==> src/rtl/bsr_pkg.sv <==
// bsr_pkg: shared widths and direction encoding for the barrel shift register.
package bsr_pkg;
    localparam int DATA_W  = 8;
    localparam int OUT_W   = 16;
    localparam int SHAMT_W = 4;

    typedef enum logic {
        DIR_LEFT  = 1'b0,
        DIR_RIGHT = 1'b1
    } dir_e;
endpackage

==> src/rtl/barrel_shifter_core.sv <==
// barrel_shifter_core: combinational log2(OUT_W)-stage shifter; BSR_ROTATE_EN selects rotate
// over logical zero-fill shift.
module barrel_shifter_core
    import bsr_pkg::DIR_RIGHT;
#(
    parameter int OUT_W   = bsr_pkg::OUT_W,
    parameter int SHAMT_W = bsr_pkg::SHAMT_W
) (
    input  logic [OUT_W-1:0]   word,
    input  logic [SHAMT_W-1:0] amount,
    input  logic               direction,
    output logic [OUT_W-1:0]   result
);
    logic [OUT_W-1:0] r;
    logic [OUT_W-1:0] l;

    // stage s moves by 2**s when amount bit s is set
    always_comb begin
        result = word;
        r = '0;
        l = '0;
        for (int s = 0; s < SHAMT_W; s++) begin
`ifdef BSR_ROTATE_EN
            r = (result >> (1 << s)) | (result << (OUT_W - (1 << s)));
            l = (result << (1 << s)) | (result >> (OUT_W - (1 << s)));
`else
            r = result >> (1 << s);
            l = result << (1 << s);
`endif
            result = amount[s] ? ((direction == DIR_RIGHT) ? r : l) : result;
        end
    end
endmodule

==> src/rtl/barrel_shift_register.sv <==
// barrel_shift_register: loadable word with one-cycle registered shift/rotate output.
// Rotate instead of zero-fill shift when BSR_ROTATE_EN is defined.
module barrel_shift_register #(
    parameter int DATA_W  = bsr_pkg::DATA_W,
    parameter int OUT_W   = bsr_pkg::OUT_W,
    parameter int SHAMT_W = bsr_pkg::SHAMT_W
) (
    input  logic               i_clk,
    input  logic               i_res_n,
    input  logic               i_load,
    input  logic [DATA_W-1:0]  i_data,
    input  logic               i_direction_right,
    input  logic [SHAMT_W-1:0] i_shift_emount,
    output logic [OUT_W-1:0]   o_out
);
    logic [OUT_W-1:0] data_reg;
    logic [OUT_W-1:0] out_reg;
    logic [OUT_W-1:0] shifted;
    logic [OUT_W-1:0] loaded;

    assign loaded = OUT_W'(i_data);
    assign o_out  = out_reg;

    barrel_shifter_core #(.OUT_W(OUT_W), .SHAMT_W(SHAMT_W)) u_core (
        .word      (data_reg),
        .amount    (i_shift_emount),
        .direction (i_direction_right),
        .result    (shifted)
    );

    // shift always reads data_reg, never out_reg, so results do not accumulate
    always_ff @(posedge i_clk or negedge i_res_n) begin
        if (!i_res_n) begin
            data_reg <= '0;
            out_reg  <= '0;
        end else if (i_load) begin
            data_reg <= loaded;
            out_reg  <= loaded;
        end else begin
            out_reg  <= shifted;
        end
    end
endmodule

==> config.mk <==
export PLATFORM = sky130hd
export DESIGN_NAME = barrel_shift_register
export DESIGN_NICKNAME = d
export VERILOG_FILES = /design/src/rtl/bsr_pkg.sv /design/src/rtl/barrel_shifter_core.sv /design/src/rtl/barrel_shift_register.sv
export SDC_FILE = /design/constraint.sdc
export NUM_CORES = 1
export LEC_CHECK = 0
export BUFFER_PORTS_ARGS = -buffer_cell sky130_fd_sc_hd__buf_2
export CAP_MARGIN = 15
export CELL_PAD_IN_SITES_DETAIL_PLACEMENT = 1
export CELL_PAD_IN_SITES_GLOBAL_PLACEMENT = 2
export CORE_MARGIN = 1
export CORE_UTILIZATION = 29
export DETAILED_ROUTE_END_ITERATION = 12
export PLACE_DENSITY = 0.73
export SLEW_MARGIN = 20
export SYNTH_ARGS = -nofsm -noshare
export SYNTH_HDL_FRONTEND = slang
export SYNTH_SLANG_ARGS = --single-unit
==> constraint.sdc <==
create_clock -name i_clk -period 1.5 [get_ports i_clk]
set_input_delay 0.3 -clock i_clk [delete_from_list [all_inputs] [get_ports i_clk]]
set_output_delay 0.3 -clock i_clk [all_outputs]
set_load 0.02 [all_outputs]
## Word-level counts from Yosys, hierarchy flattened

Index checks and enable logic that the tools add are counted.

- Bits in registers: 24
- Input port bits: 16
- Output and inout port bits: 16
- Word-level logic and storage cells: 11

- Muxes and demuxes: 9

Operator list:

| kind | count |
|---|---|
| 16-bit two-way mux | 8 |
| 9-bit two-way mux | 1 |

## Depth between registers and ports, before layout

- Word-level depth: 9
- Gate-level depth with buffers: 7
- Mapped depth without buffers: 4

## Cells and area by module

From an unflattened synthesis, not the netlist that was laid out.

- Cells, all modules: 299
- Area, all modules: 2,570.0 um2

By module, submodules not included:

| module | times used | cells an instance | area each (um2) | sequential area each (um2) |
|---|---|---|---|---|
| barrel_shifter_core | 1 | 247 | 1,647.8 | 0.0 |
| barrel_shift_register | 1 | 52 | 922.1 | 600.6 |

## Least setup slack after synthesis

Ideal clock, no wire load.

- Kind: flip-flop to flip-flop
- Start: register data_reg[3]
- End: register out_reg[10] (netlist: o_out[10])
- Library setup time: 134 ps
- Arrival time: 1,454 ps
- Required time: 1,366 ps
- Path slack: -88 ps
- Cell stages (with the launch flop): 6
- Path buffers: 1
- Clock period less this slack: 1,588 ps
- Cell sequence: dfrtp_1 clkbuf_1 mux2_2 mux4_2 a21oi_1 o22ai_1

- Longest elaborated chain between the ends: 9

Ends and longest elaborated chain:

| element | line | text |
|---|---|---|
| from (decl) | barrel_shift_register.sv:16 | `logic [OUT_W-1:0] data_reg;` |
| from (signal assigned) | barrel_shift_register.sv:37 | `data_reg <= loaded;` |
| 9-bit two-way mux * | barrel_shifter_core.sv:30 | `result = amount[s] ? ((direction == DIR_RIGHT) ? r : l) : result;` |
| 16-bit two-way mux * | barrel_shifter_core.sv:30 |  |
| 16-bit two-way mux | barrel_shifter_core.sv:30 |  |
| 16-bit two-way mux * | barrel_shifter_core.sv:30 |  |
| 16-bit two-way mux | barrel_shifter_core.sv:30 |  |
| 16-bit two-way mux * | barrel_shifter_core.sv:30 |  |
| 16-bit two-way mux | barrel_shifter_core.sv:30 |  |
| 16-bit two-way mux * | barrel_shifter_core.sv:30 |  |
| 16-bit two-way mux * | barrel_shift_register.sv:36 | `end else if (i_load) begin` |
| to (signal assigned) | barrel_shift_register.sv:38 | `out_reg <= loaded;` |
| to (signal assigned) | barrel_shift_register.sv:40 | `out_reg <= shifted;` |
| to (decl) | barrel_shift_register.sv:17 | `logic [OUT_W-1:0] out_reg;` |

Mark *: on every way between the ends. The rest lies on a longest branch, timed or not.
A chain may end at the register's enable or synchronous reset.

## Worst setup path in the final report

- Start: register data_reg[4]
- End: register out_reg[10] (netlist: o_out[10])

- Longest elaborated chain between the ends: 8

Ends and longest elaborated chain:

| element | line |
|---|---|
| 16-bit two-way mux * (3 in series) | barrel_shifter_core.sv:30 |
| 16-bit two-way mux | barrel_shifter_core.sv:30 |
| 16-bit two-way mux * | barrel_shifter_core.sv:30 |
| 16-bit two-way mux | barrel_shifter_core.sv:30 |
| 16-bit two-way mux * | barrel_shifter_core.sv:30 |
| 16-bit two-way mux * | barrel_shift_register.sv:36 |

Marked as above.

==> metrics.md <==
| Metric | Value |
|---|---|
| Syn_area_per_cell | `9.593 sq um` |
| Inst Count DP | `275` |
| Routed wirelength normalized by instance count | `18.05 um` |
| Post-Syn Nets | `169` |
| CTS clk-pin slew, worst paths | `0.08 ns` |
| Pin slew with the least headroom to its limit | `0.5413 ns` |
| Mux cell area share after synthesis | `18.16%` |
| Reg-to-reg startpoint | `data_reg[4]` |
| Post-synth design cell area | `1468 sq um` |
| Fraction of the mapped netlist area in adder cells | `0%` |
| Max VDD drop | `462.9 uV` |
| Worst slew margin | `63.91%` |
| Net count reported at finish | `232` |
| Number of endpoints with negative hold slack in the final report | `0` |
| Area of the core | `4786 sq um` |
| Vias per cell | `5.284` |
| Outcome | `finished, violations left` |
| Violated checks | `setup timing` |
| Share of the synthesized area in compound gates (AO/OA/AOI/OAI) | `20.89%` |
| Period Utilization, post-route | `108.2%` |
| Detailed Routing Iterations Pass 1 | `4` |
| Leakage power total | `0.9847 nW` |
| Clock root buffer | `clkbuf_8` |
| Sort of element at the end of the critical path | `flip-flop` |
| Pwr Density | `823.2 nW/um^2` |
| Main flop type after synthesis | `dfrtp_1` |
| Final ANT Viol Nets | `0` |
| Req. time, crit path | `1.65 ns` |
| Die X | `73.14 um` |
| Aggregate global routing overflow | `0` |
| Clock buffers created by TritonCTS | `3` |
| Routability congestion estimate | `0.8533` |
| Leading cell types in the layout, fill and taps excluded | `buf_4 (38), buf_2 (31), dfrtp_1 (21)` |
| Clock sink count | `24` |
| Non-filler instance count after layout | `282` |
| Element type at the critical path start | `flip-flop` |
| Max Fanout on Critical Path | `3` |
| Row count | `25` |
| Area added between synthesis and finish | `43.65%` |
| Capture point of the worst reg-to-reg path | `o_out[10]` |
| Number of antenna violations at the first check in global routing | `0` |
| Worst-Skew Late Latency | `0.26 ns` |
| Final-report setup violation count | `9` |
| Post-route worst setup slack | `-0.1235 ns` |
| Maximum number of pins on one net before global-route repair | `25` |
| Fin. max-slew vios | `0` |
| Crit path time final | `1.624 ns` |
| Clock tree buffer depth | `2` |
| Starting utilization of the core area | `30.67%` |
| Length in cells of the worst reg-to-reg path | `4` |
| # port buffers | `31` |
| Timing-limited maximum frequency | `615.9 MHz` |
| Number of flops mapped to enable cells by yosys | `0` |
| Via count | `1490` |
| Share of the yosys chip area belonging to registers | `40.92%` |
| Total DRC errors in the routed layout | `0` |
| All-Layer GR Usage | `21.07%` |
| Post-synthesis simple-gate area fraction | `13.81%` |
| Aggregate routed wire length | `5091 um` |
| RSZ-0062 raised after global routing | `true` |
| Worst Setup Path Type | `reg2reg` |
| DIE AREA | `5349 sq um` |
| Y dimension of the die | `73.14 um` |
| Leading cell type in the layout, fill and taps excluded | `buf_4` |
| TritonCTS clock tree | `done` |
| Ant. Diodes | `0` |
| Largest family of logic cells by synthesized area | `compound AO/OA/AOI/OAI gates` |
| Max FFs per register | `16` |
| Via count of the first global-routing pass | `1631` |
| Final clock skew | `0.002340 ns` |
| Register bit total from synthesis | `24` |
| Xor/xnor cell area share of the yosys netlist | `0%` |
| Arrival time of the worst setup path | `1.77 ns` |
| Async set-or-reset flop fraction in the synthesized netlist | `100.0%` |
| Slack of the worst reg-to-reg path | `-0.12 ns` |
| Dpl cell area | `1928 sq um` |
| Final standard cell area without fillers | `2108 sq um` |
| Max H-tree Level | `1` |
| Ratio of cells with drive above 1 in the final layout | `46.51%` |
| Post-DP HPWL | `4010 um` |
| Max-cap viol count | `0` |
| Number of top-level pins | `32` |
| First-pass GRT wire length | `8445 um` |
| CTS Hold Buffers Added | `0` |
| Hold WC Path Type | `in2async` |
| Synthesis Warnings | `0` |
| Number of unique standard cell types used by synthesis | `39` |
| Instance count of the mapped netlist | `153` |
| Critical Path Source | `data_reg[4]` |
| Initial DRC count | `50` |
[per-layer routing]
layer	wire [um]	vias to the layer above	global-route usage, %
li1	-	691	-
met5	0	-	0
met1	2259	751	26.51
met2	2551	44	37.96
met3	228	4	3.453
met4	51	0	3.922
[through the flow]
step                setup TNS (ns)  hold WS (ns)  util [%]  total power, mW  setup slack [ns]
finish                     -0.6185      0.008738     44.05            1.736           -0.1235
CTS                        -0.3959       0.02743     43.16            1.730           -0.1098
detailed placement          -2.030        0.3177     40.29            1.244           -0.1951
global route                -1.141       0.03636     44.05            1.839           -0.1557
global placement            -1.242        0.3041     40.29            1.230           -0.1266
floorplan                 -0.07019      0.004409         -            1.003          -0.04745
[cell type report]
type	instances	area, sq um
Clock buffer	4	55.05
Fill cell	559	2678
Inverter	8	30.03
Multi-Input combinational cell	109	883.3
Sequential cell	24	604.3
Tap cell	67	83.83
Timing Repair Buffer	70	451.7
[worst max path at each step]
stage | to | slack [ns] | cells past startpoint
final | o_out[10] | -0.12 | 4
after global routing | o_out[10] | -0.16 | 4
after CTS | o_out[14] | -0.11 | 4
after detailed placement | o_out[10] | -0.20 | 6
after global placement | o_out[10] | -0.13 | 5
after floorplan | o_out[10] | -0.05 | 5
[Yosys cell counts (2+ instances only)]
cell	count	area, sq um
o211ai_1	4	30.03
o21ai_0	9	45.04
and2_1	2	12.51
nor2b_1	3	18.77
nand2b_1	2	12.51
mux2i_1	12	120.1
o221ai_1	3	26.28
nand3_1	2	10.01
mux4_2	4	90.09
o21ai_1	3	15.01
mux2_2	4	45.04
nand2_1	12	45.04
a21oi_1	11	55.05
clkbuf_1	5	18.77
nor3_1	2	10.01
dfrtp_1	24	600.6
nor2_1	11	41.29
o22ai_1	5	31.28
buf_2	4	20.02
a211oi_1	5	37.54
inv_1	8	30.03
[critical path, stage by stage, from the launching register on]
cell,delay (ns)
dfrtp_1,0.43
mux2_4,0.27
mux4_2,0.51
a21oi_2,0.19
o22ai_1,0.10
[cell families after synthesis]
group,after synthesis
multiplexers,21
AND/OR/NAND/NOR,41
buffers and inverters,20
AO/OA/AOI/OAI,47
flip-flops,24
[power breakdown]
| group | internal (mW) | switching [mW] |
|---|---|---|
| sequential | 0.693 | 0.0365 |
| clock | 0.234 | 0.204 |
| combinational | 0.265 | 0.304 |
| total | 1.19 | 0.544 |
[timing repair]
action                                  in CTS  in global routing
setup buffers                                2                  1
resized for setup                           15                  5
gates cloned                                 0                  0
endpoints found under the setup margin      13                 15
pin swaps                                    6                  5
Power figures use the tool's default switching activity.
